===== src/rtl/multi_alarm_ctrl.sv =====
// Multi-channel alarm controller: per-channel alarm time, edge-detected match, RING/SNOOZE timing.
// Optional snooze support is built when ALARM_SNOOZE_EN is defined.
module multi_alarm_ctrl #(
    parameter int unsigned DATA_WIDTH     = 24,
    parameter int unsigned CHANNELS       = 4,
    parameter int unsigned ADDR_WIDTH     = 2,
    parameter int unsigned CLK_PER_SEC    = 52428800,
    parameter int unsigned RING_SECONDS   = 60,
    parameter int unsigned SNOOZE_SECONDS = 300
) (
    input  logic                  clock,
    input  logic                  reset,
    input  logic [DATA_WIDTH-1:0] timer_data,
    input  logic                  wr_en,
    input  logic [ADDR_WIDTH-1:0] wr_addr,
    input  logic [DATA_WIDTH-1:0] wr_data,
    input  logic [CHANNELS-1:0]   ch_enable,
    input  logic                  stop,
    input  logic                  snooze,
    output logic                  alarm_out,
    output logic [CHANNELS-1:0]   ringing,
    output logic [ADDR_WIDTH-1:0] active_ch
);

    localparam int unsigned PRE_W = (CLK_PER_SEC > 1) ? $clog2(CLK_PER_SEC) : 1;
`ifdef ALARM_SNOOZE_EN
    localparam int unsigned CNT_MAX = (RING_SECONDS > SNOOZE_SECONDS) ? RING_SECONDS : SNOOZE_SECONDS;
`else
    localparam int unsigned CNT_MAX = RING_SECONDS;
`endif
    localparam int unsigned CNT_W = (CNT_MAX > 1) ? $clog2(CNT_MAX) : 1;

`ifdef ALARM_SNOOZE_EN
    typedef enum logic [1:0] {
        ST_IDLE   = 2'd0,
        ST_RING   = 2'd1,
        ST_SNOOZE = 2'd2
    } state_t;
`else
    typedef enum logic [1:0] {
        ST_IDLE = 2'd0,
        ST_RING = 2'd1
    } state_t;

    logic unused_snooze;
    assign unused_snooze = snooze ^ (SNOOZE_SECONDS != 0);
`endif

    logic [DATA_WIDTH-1:0] alarm_time  [CHANNELS];
    logic [CHANNELS-1:0]   eq;
    logic [CHANNELS-1:0]   eq_d;
    logic [CHANNELS-1:0]   match;
    state_t                state       [CHANNELS];
    state_t                state_nxt   [CHANNELS];
    logic [CNT_W-1:0]      sec_cnt     [CHANNELS];
    logic [CNT_W-1:0]      sec_cnt_nxt [CHANNELS];
    logic [PRE_W-1:0]      pre_cnt;
    logic                  sec_tick;

    // Alarm time registers; addresses beyond the last channel decode to nothing.
    always_ff @(posedge clock or negedge reset) begin
        if (!reset) begin
            for (int i = 0; i < CHANNELS; i++) alarm_time[i] <= '1;
        end else if (wr_en) begin
            for (int i = 0; i < CHANNELS; i++) begin
                if (wr_addr == ADDR_WIDTH'(i)) alarm_time[i] <= wr_data;
            end
        end
    end

    // Compare uses the registered alarm time, so a same-cycle write is seen one cycle later.
    always_comb begin
        for (int i = 0; i < CHANNELS; i++) eq[i] = (timer_data == alarm_time[i]);
        match = eq & ~eq_d;
    end

    always_ff @(posedge clock or negedge reset) begin
        if (!reset) eq_d <= '1;
        else        eq_d <= eq;
    end

    // Shared one-second prescaler.
    assign sec_tick = (pre_cnt == PRE_W'(CLK_PER_SEC - 1));

    always_ff @(posedge clock or negedge reset) begin
        if (!reset)        pre_cnt <= '0;
        else if (sec_tick) pre_cnt <= '0;
        else               pre_cnt <= pre_cnt + PRE_W'(1);
    end

    always_ff @(posedge clock or negedge reset) begin
        if (!reset) begin
            for (int i = 0; i < CHANNELS; i++) begin
                state[i]   <= ST_IDLE;
                sec_cnt[i] <= '0;
            end
        end else begin
            for (int i = 0; i < CHANNELS; i++) begin
                state[i]   <= state_nxt[i];
                sec_cnt[i] <= sec_cnt_nxt[i];
            end
        end
    end

    // Per-channel next state; disable beats stop, stop beats snooze.
    always_comb begin
        for (int i = 0; i < CHANNELS; i++) begin
            state_nxt[i]   = state[i];
            sec_cnt_nxt[i] = sec_cnt[i];
            if (!ch_enable[i]) begin
                state_nxt[i]   = ST_IDLE;
                sec_cnt_nxt[i] = '0;
            end else if (stop && (state[i] != ST_IDLE)) begin
                state_nxt[i]   = ST_IDLE;
                sec_cnt_nxt[i] = '0;
            end else begin
                case (state[i])
                    ST_IDLE: begin
                        sec_cnt_nxt[i] = '0;
                        if (match[i]) state_nxt[i] = ST_RING;
                    end
                    ST_RING: begin
`ifdef ALARM_SNOOZE_EN
                        if (snooze) begin
                            state_nxt[i]   = ST_SNOOZE;
                            sec_cnt_nxt[i] = '0;
                        end else
`endif
                        if (sec_tick) begin
                            if (sec_cnt[i] == CNT_W'(RING_SECONDS - 1)) begin
                                state_nxt[i]   = ST_IDLE;
                                sec_cnt_nxt[i] = '0;
                            end else begin
                                sec_cnt_nxt[i] = sec_cnt[i] + CNT_W'(1);
                            end
                        end
                    end
`ifdef ALARM_SNOOZE_EN
                    ST_SNOOZE: begin
                        if (sec_tick) begin
                            if (sec_cnt[i] == CNT_W'(SNOOZE_SECONDS - 1)) begin
                                state_nxt[i]   = ST_RING;
                                sec_cnt_nxt[i] = '0;
                            end else begin
                                sec_cnt_nxt[i] = sec_cnt[i] + CNT_W'(1);
                            end
                        end
                    end
`endif
                    default: begin
                        state_nxt[i]   = ST_IDLE;
                        sec_cnt_nxt[i] = '0;
                    end
                endcase
            end
        end
    end

    // Output decode of registered state; lowest ringing channel wins.
    always_comb begin
        for (int i = 0; i < CHANNELS; i++) ringing[i] = (state[i] == ST_RING);
        alarm_out = |ringing;
        active_ch = '0;
        for (int i = CHANNELS - 1; i >= 0; i--) begin
            if (ringing[i]) active_ch = ADDR_WIDTH'(i);
        end
    end

endmodule


===== config.mk =====
export PLATFORM = sky130hd
export DESIGN_NAME = multi_alarm_ctrl
export DESIGN_NICKNAME = d
export VERILOG_FILES = /design/src/rtl/multi_alarm_ctrl.sv
export SDC_FILE = /design/constraint.sdc
export NUM_CORES = 1
export LEC_CHECK = 0
export ABC_AREA = 1
export CAP_MARGIN = 20
export CORE_ASPECT_RATIO = 0.5
export CORE_MARGIN = 2
export CORE_UTILIZATION = 60
export CTS_BUF_LIST = sky130_fd_sc_hd__clkbuf_8
export CTS_CLUSTER_SIZE = 28
export DETAILED_ROUTE_END_ITERATION = 10
export DONT_BUFFER_PORTS = 1
export HOLD_SLACK_MARGIN = 0.05
export PLACE_DENSITY = 0.75
export REMOVE_ABC_BUFFERS = 1
export SLEW_MARGIN = 20
export SYNTH_ARGS = -nofsm -noshare
export SYNTH_HDL_FRONTEND = slang
export SYNTH_SLANG_ARGS = --single-unit

===== constraint.sdc =====
create_clock -name clock -period 3 [get_ports clock]
set_input_delay 0.75 -clock clock [delete_from_list [all_inputs] [get_ports clock]]
set_output_delay 0.75 -clock clock [all_outputs]
set_load 0.01 [all_outputs]

* After elaboration in Yosys (flattened, before gate mapping)
Index checks and enable logic that the tools add are counted.
Operators by class: reduce and logical (&&, ||, !) cells 22, bitwise gates (word level) 2, multiplexer cells 49, add/sub/neg operators 5, eq/ne operators 28
Operators with widths (number):
- $mux 6 | 20
- $eq 24x24->1 | 4
- $mux 2 | 24
- $ne 4x2->1 const B | 8
- $add 26x1->26 const B | 1
- $eq 26x26->1 const B | 1
- $mux 26 | 1
- $add 6x1->6 const B | 4
- $eq 6x6->1 const B | 4
- $ne 4x4->1 const B | 4
- $pmux 2 s2 | 4
- $reduce_and 3->1 | 4
- $eq 2x1->1 const B | 5
- $logic_not 2->1 | 5
- $reduce_and 2->1 | 4
- $reduce_bool 2->1 | 4
- $and 4x4->4 | 1
- $eq 2x2->1 const B | 2
- $logic_and 1x1->1 | 4
- $not 4->4 | 1
- $reduce_or 4->1 | 1
Storage, ports and cells: output and inout bits 7, input bits 59, bits in registers 158

* Depth between registers and ports, before layout
Gate-level depths: netlist of run 1.
word-level depth 6, gate-level depth with buffers 10, depth with buffers taken out 10

* Worst setup path after synthesis of run 1
OpenSTA, ideal clock, no wires.
path type flip-flop to output port, start register state[0] (netlist bit), end output active_ch[1], buffers on the path 1, stages on the path, launching flop included 4, slack 1274 ps, arrival time 976 ps, cell sequence dfrtp_1 clkbuf_1 nor2_1 nor3_1
On the way: cells in the longest elaborated chain, start to end 5
RTL lines:
- start, declared | RTL line 53 | state_t state [CHANNELS];
- start signal, assigned by index | RTL line 99 | state[i] <= state_nxt[i];
- $eq 2x1->1 | RTL line 161 | for (int i = 0; i < CHANNELS; i++) ringing[i] = (state[i] == ST_RING);
- $mux 2 (4 in a row) | RTL line 165 | if (ringing[i]) active_ch = ADDR_WIDTH'(i);
- end, declared | RTL line 22 | output logic [ADDR_WIDTH-1:0] active_ch
Every way passes these cells.

* Worst setup path after layout of run 1
Same ends and word-level chain as after synthesis.

==> metrics.cfg, run 1 <==
[placement]
place_ws_ns = 0.868
dp_hpwl_mm = 11.6
gp_congestion = 0.902
port_buffers = 0
postPlaceCellArea_sq_um = 8480

[die]
die-width_um = 171
die-area_sq_um = 15000
initial_core_util_pct = 61.7
rows = 30
die_y_um = 87.6
ioPinCount = 66
core_area_sq_um = 13600

[timing]
fin_crit_sh_pct = 77.0
min_period_ns = 2.31
setup_violations = 0
slew_viol_final = 0
fmax_mhz = 433
tns_ns = 0
hold_viol_final = 0
setup_slack_ns = 0.690
relSlewSlack_pct = 38.6
worst_pin_slew_ns = 0.920
rsz0062_at_grt = false
clock-skew-final_ns = 0.0242

[drt]
dr_total_vias = 6500
remaining_drc_errors = 0
antenna_left = 0
wl_per_cell_um = 13.9
drtIter0Drc = 443
drt_first_pass_iters = 5
routed_via_density = 5.22
wirelength_mm = 17.3

[pwr]
powerDensity_nw_per_um2 = 532
power.leakage_uw = 0.00409
power_uw = 4720
ir_drop_uv = 385

[finish]
final_cell_area_sq_um = 8890
diodes = 0
drive_above_1_share_pct = 15.7
areaGrowthSynthToFinish_pct = 5.95
final_util_pct = 65.4
nets = 1106

[global_routing]
grt_pass1_wl_mm = 28.9
antenna_found_initial = 0
grt_pass1_vias = 6277
grt_use_total_pct = 24.5
gr-total-overflow = 0
grt_max_degree = 102

[cts]
cts_buffers = 17
worstSkewPairLatency_ns = 0.47
clk_pin_slew_ns = 0.09
cts_root_buf = clkbuf_8
h-tree-depth = 4
cts.sinks = 154
cts.path.max_buffers = 2
cts_tree = yes

[yosys]
netlist_instances = 1062
yosys_warnings = 0
synth_edf_count = 0
ys_ff_latch = 154
syn_area_sq_um = 8390
ys_seq_area_share_pct = 47.4
ys.flop_type = dfstp_2
avgSynthCellArea_sq_um = 7.90
synthDistinctLibCells = 39
async_flop_share_pct = 100

[worst_setup_path]
required_ns = 2.25
end_kind = output pin
crit_path_max_fanout = 10
cp.arrival_ns = 1.56
crit_path_start_kind = flip-flop
crit_type = flip-flop to output pin

[hold_path]
hold_class = input port to async pin

[run]
drv_cap = 0

[outcome]
status = finished clean

sequential cells by signal, indices dropped and copies added, names as in the netlist:
name	cells
alarm_time	96
eq_d	4
pre_cnt	26
sec_cnt	24
state	4
metrics by stage:
step,hold slack (ns),std cells
finish,0.168,1246
global route,0.136,1246
CTS,0.129,1246
detailed placement,0.460,1214
global placement,0.446,1214
floorplan,0.432,1019
cell usage after synthesis (3+ instances only):
cell | instances | area (sq um)
xnor2_1 | 74 | 648
inv_1 | 115 | 432
o21ai_0 | 107 | 536
nand3b_1 | 4 | 30.0
nand4_1 | 25 | 156
dfstp_2 | 100 | 2630
nand2_2 | 5 | 31.3
o21bai_1 | 8 | 60.1
nand3_1 | 53 | 265
dfrtp_1 | 54 | 1350
nor2_4 | 4 | 45.0
clkbuf_1 | 36 | 135
a21oi_1 | 7 | 35.0
and2_1 | 4 | 25.0
nor2_1 | 85 | 319
nor3_1 | 15 | 75.1
buf_2 | 4 | 20.0
xor2_1 | 8 | 70.1
nand2_1 | 322 | 1210
nand2_4 | 3 | 33.8
ha_1 | 5 | 62.6
worst paths after layout:
path,startpoint,end,slack (ns),cells past startpoint
max,state[0],active_ch[1],0.69,2
min,reset,pre_cnt[2],0.17,1
max reg2reg,pre_cnt[0],sec_cnt[17],1.24,10
min reg2reg,pre_cnt[0],pre_cnt[0],0.48,1
max in group asynchronous,reset,state[2],2.59,1
min in group clock,ch_enable[2],sec_cnt[11],0.42,2
critical path: stages, from the launching register on:
cell and delay, ns:
dfrtp_1 0.62, nor2_1 0.17, nor3_1 0.32
metal layers:
layer	up-vias	wire, um	track usage, %
met1	3051	7830	30.7
met4	0	336	8.86
li1	3290	-	-
met3	31	827	5.74
met5	-	0	0
met2	128	8320	42.6
area by class of cell:
cell class | instances | area [sq um]
Clock buffer | 18 | 248
Clock inverter | 13 | 136
Inverter | 118 | 448
Tap cell | 192 | 240
Multi-Input combinational cell | 747 | 3790
Sequential cell | 154 | 3980
Timing Repair Buffer | 4 | 50.0
Fill cell | 1164 | 4700
logic make-up (layout without fill, tap and decap cells):
logic type / Yosys count / after routing / share of synthesized area (%)
XOR/XNOR: 82 / 82 / 8.56
AO/OA/AOI/OAI: 129 / 129 / 8.14
adder cells (fa/ha/maj): 5 / 5 / 0.746
AND/OR/NAND/NOR: 531 / 531 / 27.6
buffers and inverters: 161 / 153 / 7.55
flip-flops: 154 / 154 / 47.4
what timing repair did:
| item | CTS | global route |
|---|---|---|
| hold buffers | 1 | 0 |
| hold endpoints to repair | 54 | 0 |
| resized for setup | 0 | 0 |
| setup buffers | 0 | 0 |
power by group:
group | internal [uW] | total (uW) | switching (uW)
Clock | 697 | 1560 | 867
Sequential | 2440 | 2590 | 151
Combinational | 278 | 572 | 294
layout by cell type (no fill, tap or decap), types with 4 or more instances in the layout:
master / count
ha_1: 5
dfrtp_1: 54
nand3_2: 4
and2_1: 4
o21bai_1: 8
nand2_1: 322
o21ai_0: 107
nand2_2: 5
clkbuf_8: 18
nor3_1: 15
nor2_4: 4
xor2_1: 8
nand4_1: 25
nand3_1: 51
xnor2_1: 74
nor2_1: 85
dfstp_2: 100
a21oi_1: 7
nand3b_1: 4
inv_1: 115
inv_6: 4
Power figures use the tool's default switching activity.
==> run 2, diff against run 1 <==
- ABC_AREA: 1 -> 0
- PLACE_DENSITY: 0.75 -> 0.78
- clock period: 3 -> 2.05 ns (I/O delays scaled with it)
==> run 2 against run 1 <==
The run now ends with hold timing left. Global-route usage down 0.96 points. Via count down 26%. Flip-flop and latch count unchanged. Sequential power up 51%. Combinational power up 52%. Synthesized cell count down 41%. Cell count down 34%. Total power up 57%. Sequential share of layout area up 3.0 points. Critical endpoint is now sec_cnt[11].
==> metrics.cfg, run 2 <==
[outcome]
status = finished with violations
failed_checks = hold timing

[finish]
largest_reg_flops = 96
fin_cells = 824
reg_top3 = alarm_time (96), pre_cnt (26), sec_cnt (24)
multiInputGateArea_sq_um = 3570
regArea_sq_um = 3980
drive_above_1_share_pct = 39.1
layout_common_cells = dfstp_2, mux2_2, xor2_1
fillers = 934
top_register = alarm_time
diodes = 0
areaGrowthSynthToFinish_pct = 9.49
layout_commonest_cell = dfstp_2
nets = 706

[cts]
cts_root_buf = clkbuf_8
clk_pin_slew_ns = 0.09
cts.sinks = 154
worstSkewPairLatency_ns = 0.44
cts_tree = yes
cts_buffers = 17
h-tree-depth = 4
postCtsSetupBuffers = 0
cts.path.max_buffers = 2

[timing]
min_period_ns = 1.93
hold_viol_final = 68
fmax_mhz = 519
relSlewSlack_pct = 55.5
fin_crit_sh_pct = 94.0
tns_ns = 0
rsz0062_at_grt = false
hold_ws_ns = -0.235
slew_viol_final = 0
setup_violations = 0
clock-skew-final_ns = 0.0186
setup_slack_ns = 0.123
worst_pin_slew_ns = 0.662

[run]
drv_cap = 0

[drt]
wirelength_mm = 15.2
drtIter0Drc = 284
routed_via_density = 5.85
dr_total_vias = 4823
wl_per_cell_um = 18.5
remaining_drc_errors = 0
antenna_left = 0
drt_first_pass_iters = 4

[worst_setup_path]
crit_type = flip-flop to flip-flop
crit_path_max_fanout = 6
end_kind = flip-flop
crit_path_start_kind = flip-flop
cp.buffers_inverters = 0
worstPathCellList = nand4_4, nor4_4, nand2_1, nor4_2, mux2_2
max_stage_delay_ns = 0.47
crit_path_top_delay_cell = dfrtp_1
crit_family = simple AND/OR/NAND/NOR gates
cp.arrival_ns = 2.31
required_ns = 2.43

[global_routing]
grt_use_met3_pct = 5.22
grt_pass1_wl_mm = 25.0
antenna_found_initial = 0
gr-total-overflow = 0
use_met1_pct = 31.7
top_usage_layer = met2
grt_pass1_vias = 4943
grtUsageMet2_pct = 38.7
grt_max_degree = 155
grt_use_total_pct = 23.6

[pwr]
powerDensity_nw_per_um2 = 888
ir_drop_uv = 482
power.leakage_uw = 0.00344
power_uw = 7400

[yosys]
ys_ff_latch = 154
ys_seq_area_share_pct = 52.3
async_flop_share_pct = 100
synthTopCellsByCount = dfstp_2, mux2_2, xor2_1
synthDistinctLibCells = 44
synthTopCellsByArea = dfstp_2, dfrtp_1, mux2_2
yosysTopAreaCellShare_pct = 34.5
yosys_warnings = 0
avgSynthCellArea_sq_um = 12.2
synth.most_common_cell = dfstp_2
netlist_instances = 623
synth_edf_count = 0
ys.flop_type = dfstp_2
syn_area_sq_um = 7610
synth_top_cell_by_area = dfstp_2

[die]
die-width_um = 163
die-area_sq_um = 13700
initial_core_util_pct = 60.8
ioPinCount = 66
die_y_um = 83.6
rows = 29
core_area_sq_um = 12500

[hold_path]
hold_class = input port to async pin

[placement]
place_ws_ns = 0.0546
dp_hpwl_mm = 10.3
gp_congestion = 0.803
dpl.cell_count = 793
port_buffers = 0

-- run 2: final timing paths --
path | start | endpoint | slack [ns] | cells past startpoint
max in group asynchronous | reset | alarm_time[4] | 1.98 | 0
min | reset | pre_cnt[2] | -0.23 | 0
min in group clock | wr_data[23] | alarm_time[71] | 0.21 | 1
min reg2reg | sec_cnt[23] | sec_cnt[23] | 0.49 | 1
max | pre_cnt[10] | sec_cnt[11] | 0.12 | 5
max reg2reg | pre_cnt[10] | sec_cnt[11] | 0.12 | 5
-- run 2: kinds of logic (layout without fill, tap and decap cells) --
logic type,Yosys count,after routing,share of synthesized area (%)
compound gates,61,61,4.92
flops,154,154,52.3
mux,98,98,14.5
xor+xnor,116,116,13.3
buf+inv,15,46,0.954
fa+ha+maj,5,5,0.822
simple gates,174,174,13.2
-- run 2: layout make-up --
class | instances | share of cell area [%]
Sequential cell | 154 | 47.7
Multi-Input combinational cell | 454 | 42.9
Clock buffer | 18 | 2.97
Tap cell | 170 | 2.55
Clock inverter | 13 | 2.45
Timing Repair Buffer | 13 | 1.32
Inverter | 2 | 0.0901
-- run 2: worst reg2reg max path: stages (launching register included) --
cell     delay [ns]
dfrtp_1        0.47
nand4_4        0.19
nor4_4         0.47
nand2_1        0.24
nor4_2         0.32
mux2_2         0.18
-- run 2: power breakdown --
part / internal, uW / switching (uW)
clock: 1400 / 1230
sequential: 3660 / 236
combinational: 528 / 341
total: 5590 / 1810
-- run 2: repair_timing --
action                                 4_1_cts  5_1_grt
setup endpoints to repair                    0        5
endpoints found under the hold margin      154      154
resized for setup                            0        2
-- run 2: metal layers --
metal  share of wire, %  up-vias
met5                  0        -
met4                1.0        0
met3                4.5       13
met2                 49       79
met1                 45     2452
li1                   -     2279
-- run 2: stage by stage --
step | instance area (sq um) | hold WS [ns] | util, %
CTS | 8330 | -0.252 | 66.5
global route | 8330 | -0.265 | 66.6
global placement | 7870 | 0.220 | 62.9
finish | 8330 | -0.235 | 66.6
floorplan | 7550 | 0.217 | -
detailed placement | 7870 | 0.222 | 62.9
==> run 3, diff against run 2 <==
- CELL_PAD_IN_SITES_DETAIL_PLACEMENT: not set -> 0
- CELL_PAD_IN_SITES_GLOBAL_PLACEMENT: not set -> 2
- CORE_UTILIZATION: 60 -> 32
- PLACE_DENSITY: 0.78 -> 0.63
==> run 3 against run 2 <==
Register-to-register slack better by 0.02 ns. Count of clock-buffer cells in the layout increased by 2. Total power rose by 1.8%. Setup slack improved by 0.023 ns. Critical path depth rose by 1. Global-route usage down 8.6 points. Clock power grew 5%. Critical endpoint unchanged. The flow still finishes with violations (hold timing). Final area is 3.7% higher. Cell count rose by 18%. Die area grew 84%. Hold slack worse by 0.020 ns.
==> metrics.cfg, run 3 (synthesis gave the netlist of run 2 again) <==
[finish]
reg_top3 = alarm_time (96), pre_cnt (26), sec_cnt (24)
final_util_pct = 37.5
fin_cells = 976
largest_reg_flops = 96
drive_above_1_share_pct = 40.5
areaGrowthSynthToFinish_pct = 13.6
nets = 721
multiInputGateArea_sq_um = 3580
fillers = 2277
layout_commonest_cell = dfstp_2
diodes = 0
regArea_sq_um = 3980
top_register = alarm_time
layout_common_cells = dfstp_2, mux2_2, xor2_1

[timing]
fmax_mhz = 525
min_period_ns = 1.90
rsz0062_at_grt = false
tns_ns = 0
setup_violations = 0
slew_viol_final = 0
fin_crit_sh_pct = 92.8
hold_viol_final = 154
worst_pin_slew_ns = 0.568
clock-skew-final_ns = 0.0105
hold_ws_ns = -0.255
relSlewSlack_pct = 61.8

[die]
ioPinCount = 66
initial_core_util_pct = 33.0
core_area_sq_um = 23100
die_y_um = 113
die-width_um = 222
die-area_sq_um = 25100
rows = 39

[cts]
h-tree-depth = 4
clk_pin_slew_ns = 0.09
worstSkewPairLatency_ns = 0.47
postCtsSetupBuffers = 0
cts_root_buf = clkbuf_8
cts_tree = yes
cts_buffers = 17
cts.path.max_buffers = 2
cts.sinks = 154

[pwr]
power_uw = 7530
power.leakage_uw = 0.00354
ir_drop_uv = 405
powerDensity_nw_per_um2 = 871

[placement]
dpl.cell_count = 945
gp_congestion = 0.720
port_buffers = 0
dp_hpwl_mm = 12.1

[global_routing]
grt_max_degree = 155
antenna_found_initial = 0
grt_use_total_pct = 15.0
gr-total-overflow = 0
grt_pass1_wl_mm = 28.7
grt_pass1_vias = 5147

[drt]
remaining_drc_errors = 0
routed_via_density = 4.90
wl_per_cell_um = 18.0
drt_first_pass_iters = 4
wirelength_mm = 17.6
dr_total_vias = 4783
antenna_left = 0
drtIter0Drc = 217

[worst_setup_path]
crit_family = simple AND/OR/NAND/NOR gates
worstPathCellList = or2_2, nor4_4, buf_4, nand2_1, nor4_2, mux2_2
end_kind = flip-flop
crit_type = flip-flop to flip-flop
crit_path_top_delay_cell = dfrtp_1
r2r_setup_slack_ns = 0.15
required_ns = 2.47
cp.buffers_inverters = 1
crit_path_max_fanout = 5
cp.arrival_ns = 2.32
max_stage_delay_ns = 0.40
crit_path_start_kind = flip-flop

[outcome]
failed_checks = hold timing
status = finished with violations

[hold_path]
hold_class = input port to async pin

[run]
drv_cap = 0

-- run 3: changes by cell type in the layout (fill, tap and decap cells not counted), moves of 2 or more --
cell,before,now
inv_6,6,1
clkbuf_8,18,20
inv_8,2,0
buf_4,12,26
inv_4,0,3
clkinv_2,0,2
-- run 3: worst paths after layout --
kind	from	cells after the start	to
max	pre_cnt[23]	6	sec_cnt[11]
max reg2reg	pre_cnt[23]	6	sec_cnt[11]
min	reset	0	pre_cnt[7]
min reg2reg	pre_cnt[23]	1	pre_cnt[23]
max in group asynchronous	reset	0	alarm_time[29]
min in group clock	wr_data[10]	1	alarm_time[58]
-- run 3: worst register-to-register path: stages, from the launching register on --
cell,delay [ns]
dfrtp_1,0.40
or2_2,0.33
nor4_4,0.29
buf_4,0.18
nand2_1,0.16
nor4_2,0.30
mux2_2,0.18
-- run 3: where the power goes --
| group | internal [uW] | switching, uW | leakage, uW |
|---|---|---|---|
| Clock | 1540 | 1210 | 0.000240 |
| Combinational | 544 | 349 | 0.00151 |
| Sequential | 3660 | 223 | 0.00179 |
| Total | 5750 | 1780 | 0.00354 |
-- run 3: layer usage --
layer	vias to the layer above	global-route usage, %	routed length (um)
met1	2416	19.8	8630
li1	2301	-	-
met2	43	24.1	8150
met3	23	3.35	484
met4	0	6.04	299
met5	-	0	0
-- run 3: final cells by class --
class,instances,share of cell area (%)
Tap cell,307,4.44
Clock inverter,11,2.17
Clock buffer,20,3.18
Inverter,2,0.0868
Multi-Input combinational cell,454,41.4
Timing Repair Buffer,28,2.72
Sequential cell,154,46.0
-- run 3: what timing repair did --
| item | 4_1_cts | 5_1_grt |
|---|---|---|
| endpoints found under the hold margin | 154 | 154 |
| endpoints found under the setup margin | 0 | 3 |
| resized for setup | 0 | 2 |
-- run 3: stage by stage --
stage | setup WS [ns] | area, sq um
6_report | 0.147 | 8640
5_1_grt | 0.00811 | 8640
4_1_cts | 0.0573 | 8630
3_5_place_dp | 0.0565 | 8170
3_3_place_gp | 0.0589 | 8170
2_1_floorplan | -0.798 | 7550
